File: src/rtl/adpll_seq.sv
// ADPLL power-up and loop-mode sequencer: brings up the TDC and DCO, steps the loop
// through PVT/ACQ/TRK bank modes, and runs the lock detector behind channel_lock.
module adpll_seq #(
  parameter int unsigned T_TDC      = 16,
  parameter int unsigned T_DCO      = 32,
  parameter int unsigned PVT_CYC    = 64,
  parameter int unsigned ACQ_CYC    = 128,
  parameter int unsigned PE_W       = 16,
  parameter int unsigned LOCK_THR   = 64,
  parameter int unsigned LOCK_CNT   = 32,
  parameter int unsigned UNLOCK_THR = 256
) (
  input  logic            clk,
  input  logic            rst,
  input  logic            en,
  input  logic [1:0]      mode,
  input  logic [PE_W-1:0] pe,
  input  logic            pe_valid,
  output logic            dco_pd,
  output logic            tdc_pd,
  output logic            tdc_pd_inj,
  output logic            loop_en,
  output logic [1:0]      bank_sel,
  output logic            channel_lock,
  output logic [2:0]      state,
  output logic [31:0]     settle_cycles
);

  typedef enum logic [2:0] {
    S_OFF    = 3'd0,
    S_TDC_UP = 3'd1,
    S_DCO_UP = 3'd2,
    S_PVT    = 3'd3,
    S_ACQ    = 3'd4,
    S_TRK    = 3'd5,
    S_LOCK   = 3'd6,
    S_OPEN   = 3'd7
  } state_t;

  localparam logic [1:0] MODE_PD   = 2'd0;
  localparam logic [1:0] MODE_TEST = 2'd1;
  localparam logic [1:0] MODE_RX   = 2'd2;

  state_t         st, st_nxt;
  logic [1:0]     mode_q, mode_nxt;
  logic [31:0]    dwell;
  logic [31:0]    good_cnt, cnt_inc;
  logic           locked_once;
  logic [PE_W-1:0] mag;
  logic           pe_good, pe_bad;

  logic           dco_pd_d, tdc_pd_d, tdc_pd_inj_d, loop_en_d, channel_lock_d;
  logic [1:0]     bank_sel_d;

  always_comb begin
    if (pe == {1'b1, {(PE_W-1){1'b0}}})
      mag = {1'b0, {(PE_W-1){1'b1}}};
    else if (pe[PE_W-1])
      mag = -pe;
    else
      mag = pe;
  end

  assign pe_good = (32'(mag) < LOCK_THR);
  assign pe_bad  = (32'(mag) >= UNLOCK_THR);
  assign cnt_inc = good_cnt + 32'd1;
  assign state   = st;

  always_ff @(posedge clk) begin
    if (rst) begin
      st            <= S_OFF;
      mode_q        <= '0;
      dwell         <= '0;
      good_cnt      <= '0;
      locked_once   <= 1'b0;
      settle_cycles <= '0;
      dco_pd        <= 1'b1;
      tdc_pd        <= 1'b1;
      tdc_pd_inj    <= 1'b1;
      loop_en       <= 1'b0;
      bank_sel      <= 2'd3;
      channel_lock  <= 1'b0;
    end else begin
      st     <= st_nxt;
      mode_q <= mode_nxt;
      dwell  <= (st_nxt != st) ? '0 : ((dwell != '1) ? dwell + 32'd1 : dwell);

      // The sample taken on the ACQ->TRK edge already counts toward lock.
      if (st_nxt == S_TRK && st != S_TRK)
        good_cnt <= (st == S_ACQ && pe_valid && pe_good) ? 32'd1 : '0;
      else if (st == S_TRK && st_nxt == S_TRK && pe_valid)
        good_cnt <= pe_good ? cnt_inc : '0;
      else if (st_nxt != S_TRK)
        good_cnt <= '0;

      if (st_nxt == S_OFF || st == S_OFF) begin
        settle_cycles <= '0;
        locked_once   <= 1'b0;
      end else begin
        if (!locked_once && settle_cycles != '1)
          settle_cycles <= settle_cycles + 32'd1;
        if (st_nxt == S_LOCK)
          locked_once <= 1'b1;
      end

      dco_pd       <= dco_pd_d;
      tdc_pd       <= tdc_pd_d;
      tdc_pd_inj   <= tdc_pd_inj_d;
      loop_en      <= loop_en_d;
      bank_sel     <= bank_sel_d;
      channel_lock <= channel_lock_d;
    end
  end

  always_comb begin
    st_nxt   = st;
    mode_nxt = mode_q;
    unique case (st)
      S_OFF:    if (en && mode != MODE_PD) begin
                  st_nxt   = S_TDC_UP;
                  mode_nxt = mode;
                end
      S_TDC_UP: if (dwell == T_TDC - 1) st_nxt = S_DCO_UP;
      S_DCO_UP: if (dwell == T_DCO - 1) st_nxt = (mode_q == MODE_TEST) ? S_OPEN : S_PVT;
      S_PVT:    if (dwell == PVT_CYC - 1) st_nxt = S_ACQ;
      S_ACQ:    if (dwell == ACQ_CYC - 1) st_nxt = S_TRK;
      S_TRK:    if (pe_valid && pe_good && cnt_inc >= LOCK_CNT) st_nxt = S_LOCK;
      S_LOCK:   if (pe_valid && pe_bad) st_nxt = S_TRK;
      S_OPEN:   st_nxt = S_OPEN;
      default:  st_nxt = S_OFF;
    endcase
    if (!en) st_nxt = S_OFF;
  end

  // Outputs are decoded from the next state so they register on the same edge as state.
  always_comb begin
    dco_pd_d       = 1'b1;
    tdc_pd_d       = 1'b1;
    tdc_pd_inj_d   = 1'b1;
    loop_en_d      = 1'b0;
    bank_sel_d     = 2'd3;
    channel_lock_d = 1'b0;
    if (st_nxt != S_OFF) begin
      tdc_pd_d     = 1'b0;
      tdc_pd_inj_d = (mode_nxt != MODE_RX);
      dco_pd_d     = (st_nxt == S_TDC_UP);
    end
    unique case (st_nxt)
      S_PVT:   begin loop_en_d = 1'b1; bank_sel_d = 2'd0; end
      S_ACQ:   begin loop_en_d = 1'b1; bank_sel_d = 2'd1; end
      S_TRK:   begin loop_en_d = 1'b1; bank_sel_d = 2'd2; end
      S_LOCK:  begin loop_en_d = 1'b1; bank_sel_d = 2'd2; channel_lock_d = 1'b1; end
      default: ;
    endcase
  end

endmodule

File: config.mk
export PLATFORM = sky130hd
export DESIGN_NAME = adpll_seq
export DESIGN_NICKNAME = d
export VERILOG_FILES = /design/src/rtl/adpll_seq.sv
export SDC_FILE = /design/constraint.sdc
export NUM_CORES = 1
export LEC_CHECK = 0
export ABC_AREA = 1
export CAP_MARGIN = 20
export CORE_ASPECT_RATIO = 0.7
export CORE_MARGIN = 5
export CORE_UTILIZATION = 41
export DETAILED_ROUTE_END_ITERATION = 10
export PLACE_DENSITY = 0.72
export REMOVE_ABC_BUFFERS = 1
export SYNTH_ARGS = -nofsm -noshare
export SYNTH_HDL_FRONTEND = slang
export SYNTH_SLANG_ARGS = --single-unit
File: constraint.sdc
create_clock -name clk -period 5.55 [get_ports clk]
set_input_delay 1.3875 -clock clk [delete_from_list [all_inputs] [get_ports clk]]
set_output_delay 1.3875 -clock clk [all_outputs]
set_load 0.01 [all_outputs]
==> results of run 1 <==
==> synth_stat cells, types with 2 or more instances <==
library cell  instances  area share
a21oi_1              25       0.019
a22oi_1               4      0.0046
a31oi_1               3      0.0029
and2_1                4      0.0038
buf_2                 5      0.0038
buf_4                 2      0.0023
clkbuf_1             11      0.0063
clkinv_1              3      0.0017
dfxtp_1             109        0.33
ha_1                  4      0.0076
inv_1               116       0.066
nand2_1             261        0.15
nand2_2               2      0.0019
nand3_1              63       0.048
nand3_2               2      0.0031
nand3b_1              6      0.0069
nand4_1              27       0.026
nor2_1              163       0.093
nor2_2                6      0.0057
nor2_4                2      0.0034
nor3_1               63       0.048
nor3_2               19       0.029
nor3b_1               6      0.0069
nor3b_2               2      0.0038
nor4_1               12       0.011
o21ai_0              13      0.0099
or2_2                 7      0.0067
xnor2_1              12       0.016
xor2_1               42       0.056
==> cell families (layout without fill, tap and decap cells) <==
family	after synthesis	in the layout	share of synthesized area
simple gates	649	649	0.4555
buf+inv	140	203	0.08335
flops	109	109	0.3326
xor+xnor	55	55	0.07458
compound gates	52	52	0.04482
fa+ha+maj	4	4	0.007630
mux	1	1	0.001526
==> metrics by stage <==
step / utilization / std cells
after floorplan: - / 990
after global placement: 0.4726 / 1257
after detailed placement: 0.4726 / 1257
after CTS: 0.4927 / 1273
after global routing: 0.4927 / 1273
final: 0.4927 / 1273
==> sequential cells by signal, summed over array words and instances (netlist names) <==
name / cells
locked_once: 1
tdc_pd: 1
dco_pd: 1
settle_cycles: 32
state: 3
dwell: 32
channel_lock: 1
good_cnt: 32
mode_q: 2
tdc_pd_inj: 1
bank_sel: 2
loop_en: 1
==> worst max-delay path by stage <==
stage                     startpoint                      to  depth (start not counted)
after floorplan                pe[0]  dwell[21]$_SDFFE_PP0P_                         18
after global placement         pe[0]  dwell[17]$_SDFFE_PP0P_                         18
after detailed placement       pe[0]  dwell[17]$_SDFFE_PP0P_                         19
after CTS                      pe[0]   dwell[7]$_SDFFE_PP0P_                         19
after global routing           pe[0]   dwell[4]$_SDFFE_PP0P_                         20
final                          pe[0]  dwell[17]$_SDFFE_PP0P_                         19
==> routing by layer <==
metal	GRT usage	vias to the layer above	part of all wire
li1	-	3358	-
met3	0.04515	20	0.062
met1	0.2731	2867	0.54
met2	0.2514	170	0.39
met5	0	-	0
met4	0.05000	0	0.014
==> worst max-delay path, cell delays in order <==
cell	delay [ps]
clkdlybuf4s50_1	430
inv_1	80
ha_1	160
nand2_1	70
nor2_2	210
nand2_1	100
nand2_1	90
nand2_1	80
xor2_1	150
nor2_2	130
nand3_2	130
nor2_4	200
nand3_1	170
nand2_1	120
nand2_1	90
nand2_1	70
nand3b_1	330
buf_4	350
nor3_1	170
==> layout make-up <==
| type | instances | area, sq um | share of cell area |
|---|---|---|---|
| Multi-Input combinational cell | 761 | 3831 | 0.4986 |
| Sequential cell | 109 | 2182 | 0.2840 |
| Timing Repair Buffer | 67 | 655.6 | 0.08533 |
| Inverter | 120 | 450.4 | 0.05862 |
| Tap cell | 200 | 250.2 | 0.03257 |
| Clock buffer | 9 | 225.2 | 0.02931 |
| Clock inverter | 7 | 88.84 | 0.01156 |
==> report_power, final <==
group | switching (mW) | internal, mW
clock network | 0.326 | 0.362
logic | 0.0581 | 0.0339
registers | 0.00396 | 0.786
==> summary.md, run 1 <==
| Metric | Value |
|---|---|
| Status | finished, final reports clean |
| Core area | 0.01560 sq mm |
| Global Route Usage Sum | 0.1800 |
| Post_cts resized | 0 |
| Nets | 1094 |
| Reg2reg path depth | 18 |
| Initial Utilization | 0.4207 |
| Vias in the first global route | 5785 |
| R2r setup slk | 2210 ps |
| Hold crit path type | reg2reg |
| Post-Route WL | 16630 microns |
| Post-synth EDFFs | 0 |
| Pre-CTS WS | 968.8 ps |
| Die ar. | 0.01867 sq mm |
| Minimum clock period | 4245 ps |
| Worst-path fanout max | 21 |
| I/O Pins | 64 |
| Hold buffers post-CTS | 0 |
| Most frequent cells in the layout | nand2_1, nor2_1, inv_1 |
| Hold depth | 2 |
| Maxcap violations | 0 |
| Commonest non-fill, non-tap cell in the layout | nand2_1 |
| Fill count | 1581 |
| CTS Root Cell | clkbuf_16 |
| CTS tree | built |
| Worst setup margin | 1305 ps |
| Worst-Skew Late Latency | 360 ps |
| FP Rows | 38 |
| Max-slew headroom | 0.4135 |
| # diodes | 0 |
| Pwr Total | 1.569 mW |
| Synth-to-Final Area Change | 17.13% |
| FF+latch count, synth | 109 |
| H-tree depth | 3 |
| Worst ir drop on vdd | 0.1233 mV |
| Fin Setup TNS | 0 ps |
| Hold_sp | mode_q[1]$_SDFF_PP0_ |
| Final Max Slew Viols | 0 |
| Iteration-0 DRC count of the detailed router | 512 |
| 1st-pass router iterations | 5 |
| Fin. Hold Viols | 0 |
| Pwr Density | 204.2 mW/mm^2 |
| DP HPWL | 12560 microns |
| F_max | 235.5 MHz |
| Worst Hold Path EP | mode_q[1]$_SDFF_PP0_ |
| Placed cell areas | 0.007370 sq mm |
| CP required | 5840 ps |
| Postcts setup bufs | 0 |
| Post-route DRC | 0 |
| Leak Pwr | 2.664 nW |
| Design area | 0.007684 sq mm |
| Setup crit end kind | flip-flop |
| Via count | 6415 |
| Avg Cell Area, Syn | 6.495 sq um |
| Arrival time worst endpoint | 4530 ps |
| First-pass GRT wire length | 27850 microns |
| Sequential element share of the synthesized area | 0.3326 |
| Routed WL per cell | 13.06 microns |
| Library cells used by synthesis | 45 |
| Worst r2r src | good_cnt[0]$_SDFFE_PP0P_ |
| Final ANT Viol Nets | 0 |
| Share of cells above drive strength 1 | 0.06244 |
| Post-Synthesis Cells | 1010 |
| CTS buffer count | 9 |
| Final GP Congestion | 0.9526 |
| Clock sink count | 109 |
| Worst setup path class | in2reg |
| FF-to-FF End | dwell[7]$_SDFFE_PP0P_ |
| Hold_ws | 483.8 ps |
| Post-Syn Area | 0.006560 sq mm |
| Startpoint Class | input pin |
| Maximum clock path buffer count | 2 |
| Total grt overflow | 0 |
| Post-DR vias/cell | 5.039 |
| Top_reg_cell synth | dfxtp_1 |
| Unrepaired setup endpoints after global routing | no |
| Clk_skew | 12.67 ps |
| Clock slew at reported path FFs | 80 ps |
| Share of async-settable or async-resettable flops after synthesis | 0 |
| IO Port Bufs | 63 |
| Die Y | 115.8 microns |
| Final setup fails | 0 |
| Largest net degree at the start of global routing | 34 |
| Yosys warning count | 0 |
| Period utilization | 0.7649 |
| Antenna violations before repair | 0 |
| Worst-margin pin slew | 879.8 ps |
| Die extent in x | 161.2 microns |
(Power assumes the default switching activity.)
==> run 2, diff against run 1 <==
--- a/config.mk
+++ b/config.mk
@@ -11,7 +11,7 @@
 export CORE_MARGIN = 5
 export CORE_UTILIZATION = 41
 export DETAILED_ROUTE_END_ITERATION = 10
-export PLACE_DENSITY = 0.72
+export PLACE_DENSITY = 0.74
 export REMOVE_ABC_BUFFERS = 1
 export SYNTH_ARGS = -nofsm -noshare
 export SYNTH_HDL_FRONTEND = slang
==> constraint.sdc (replaced) <==
create_clock -name clk -period 3.6 [get_ports clk]
set_input_delay 0.9 -clock clk [delete_from_list [all_inputs] [get_ports clk]]
set_output_delay 0.9 -clock clk [all_outputs]
set_load 0.01 [all_outputs]
==> run 2 against run 1 <==
Compared with the run above: combinational power is 87% higher; cell area is 2.4% higher; hold slack worse by 8.2 ps; sequential share of layout area is 0.67 points lower; utilization is 1.2 points higher; sequential power is 54% higher.
==> summary.md, run 2 (synthesis gave the netlist of run 1 again) <==
| Metric | Value |
|---|---|
| Status | finished, final reports clean |
| Arrival time worst endpoint | 3540 ps (-990 ps) |
| Fin. Hold Viols | 0 (unchanged) |
| Synth-to-Final Area Change | 19.97% |
| Most frequent cells in the layout | nand2_1, nor2_1, inv_1 |
| Die Y | 115.8 microns (unchanged) |
| Worst Hold Path EP | mode_q[1]$_SDFF_PP0_ |
| Pwr Total | 2.363 mW (+51%) |
| Final setup fails | 0 (unchanged) |
| CP required | 3880 ps (-1960 ps) |
| Max-slew headroom | 0.5258 (+0.1124) |
| Hold depth | 2 (unchanged) |
| Via count | 6556 (+2.2%) |
| Hold_sp | mode_q[1]$_SDFF_PP0_ |
| Clock slew at reported path FFs | 80 ps (about the same) |
| CP delay by family, top | simple AND/OR/NAND/NOR gates |
| Die extent in x | 161.2 microns (unchanged) |
| Worst ir drop on vdd | 0.2086 mV (+69%) |
| I/O Pins | 64 (unchanged) |
| Final ANT Viol Nets | 0 (unchanged) |
| Largest net degree at the start of global routing | 34 (unchanged) |
| Post-Route WL | 17090 microns (+2.8%) |
| Minimum clock period | 3259 ps |
| Worst-margin pin slew | 703.8 ps (-176.0 ps) |
| Worst path bufs/invs | 4 (+1) |
| Clk_skew | 15.37 ps (+2.695 ps) |
| Final GP Congestion | 0.9492 (-0.36%) |
| Startpoint Class | input pin |
| Leak Pwr | 2.765 nW (+3.8%) |
| H-tree depth | 3 (unchanged) |
| FP Rows | 38 (unchanged) |
| Post_cts resized | 0 (unchanged) |
| Post-DR vias/cell | 5.078 (+0.77%) |
| Pwr Density | 300.2 mW/mm^2 (+47%) |
| # diodes | 0 (unchanged) |
| Nets | 1113 (+1.7%) |
| R2r setup slk | 570 ps (-1640 ps) |
| Routed WL per cell | 13.24 microns (+1.4%) |
| Commonest non-fill, non-tap cell in the layout | nand2_1 |
| Reg area | 0.002182 sq mm (unchanged) |
| Antenna violations before repair | 0 (unchanged) |
| Clock sink count | 109 (unchanged) |
| Worst-path fanout max | 7 (-67%) |
| First-pass GRT wire length | 28390 microns (+2.0%) |
| Core area | 0.01560 sq mm (unchanged) |
| Hold buffers post-CTS | 0 (unchanged) |
| FF-to-FF End | good_cnt[7]$_SDFFE_PP0P_ |
| 1st-pass router iterations | 5 (unchanged) |
| Postcts setup bufs | 0 (unchanged) |
| Post-route DRC | 0 (unchanged) |
| Maximum clock path buffer count | 2 (unchanged) |
| CP Depth | 20 (+1) |
| Worst setup path class | in2reg |
| Critical Path Most Common Cell | nand2_1 |
| Placed cells | 1276 (+1.5%) |
| Setup crit end kind | flip-flop |
| CTS tree | built |
| CTS Root Cell | clkbuf_16 |
| Hold_ws | 475.6 ps (-8.189 ps) |
| Post-Layout Cell Count | 1291 (+1.4%) |
| Cell Chain, Critical Path | clkdlybuf4s50_1 > inv_1 > ha_1 > nand2_1 > nor2_2 > nand2_1 > nand2_1 > nand2_1 > xor2_1 > nor2_2 > nand3_2 > nor2_4 > nand3_1 > nand2_1 > nand2_1 > nand2_1 > nand3b_1 > buf_4 > buf_12 > nor3_1 |
| Fill count | 1556 (-1.6%) |
| Finished Core Util | 0.5047 (+0.01195) |
| Hold crit path type | reg2reg |
| Period utilization | 0.9053 |
| Initial Utilization | 0.4207 (unchanged) |
| Slowest CP cell | clkdlybuf4s50_1 |
| DP HPWL | 13010 microns (+3.6%) |
| Iteration-0 DRC count of the detailed router | 441 (-14%) |
| Share of cells above drive strength 1 | 0.07791 (+0.01547) |
| Unrepaired setup endpoints after global routing | no |
| Final Max Slew Viols | 0 (unchanged) |
| Worst r2r src | good_cnt[0]$_SDFFE_PP0P_ |
| Maxcap violations | 0 (unchanged) |
| F_max | 306.9 MHz |
| Total grt overflow | 0 (unchanged) |
| Multi-input gate area | 0.003831 sq mm (unchanged) |
| Biggest regs | dwell (32), good_cnt (32), settle_cycles (32) |
| CTS buffer count | 9 (unchanged) |
| Reg2reg path depth | 21 (+3) |
| Worst-Skew Late Latency | 360 ps (about the same) |
| Global Route Usage Sum | 0.1849 (+0.004845) |
| IO Port Bufs | 63 (unchanged) |
| Worst path max stage delay | 430 ps (about the same) |
| Vias in the first global route | 5834 (+0.85%) |
| Die ar. | 0.01867 sq mm (unchanged) |
==> run 2: layout make-up <==
class,count,area share
tap,200,0.03180
clock inverter,6,0.007313
multi-input combinational,761,0.4868
inverter,120,0.05723
clock buffer,9,0.02862
timing repair buffer,86,0.1110
sequential,109,0.2773
==> run 2: layer usage <==
layer  share of wire  vias up  global-route usage
li1                -     3398                   -
met1            0.53     2918              0.2878
met2            0.38      220              0.2576
met3           0.075       20             0.04124
met4           0.014        0             0.04205
met5               0        -                   0
==> run 2: power by group <==
part | internal [mW] | switching, mW
clock network | 0.481 | 0.493
logic | 0.0761 | 0.0957
registers | 1.21 | 0.00620
==> run 2: through the flow <==
step / area (sq um) / setup TNS, ps / worst slack, ps
global placement: 7587 / 0 / 65.66
detailed placement: 7587 / -90.29 / -27.94
finish: 7870 / 0 / 341.1
floorplan: 6464 / 0 / 120.4
global route: 7870 / 0 / 28.56
CTS: 7870 / 0 / 332.9
==> run 2: how the worst max path moves through the flow <==
stage | endpoint | slack [ps] | startpoint
after floorplan | dwell[21]$_SDFFE_PP0P_ | 120 | pe[0]
after global placement | good_cnt[7]$_SDFFE_PP0P_ | 70 | pe[0]
after detailed placement | dwell[30]$_SDFFE_PP0P_ | -30 | pe[0]
after CTS | dwell[30]$_SDFFE_PP0P_ | 330 | pe[0]
after global routing | dwell[5]$_SDFFE_PP0P_ | 30 | pe[0]
final | dwell[30]$_SDFFE_PP0P_ | 340 | pe[0]
==> run 2: worst register-to-register path, delay by kind of cell, from the launching register on <==
kind	cells	cell delay [ps]
flip-flops	1	400
adder cells (fa/ha/maj)	1	240
buffers and inverters	2	340
AND/OR/NAND/NOR	18	1970
==> run 3, diff against run 2 <==
--- a/config.mk
+++ b/config.mk
@@ -13,6 +13,7 @@
 export DETAILED_ROUTE_END_ITERATION = 10
 export PLACE_DENSITY = 0.74
 export REMOVE_ABC_BUFFERS = 1
+export SKIP_LAST_GASP = 1
 export SYNTH_ARGS = -nofsm -noshare
 export SYNTH_HDL_FRONTEND = slang
 export SYNTH_SLANG_ARGS = --single-unit
==> results of run 3 <==
The final DEF is identical to that of run 2; final timing and power are the same.
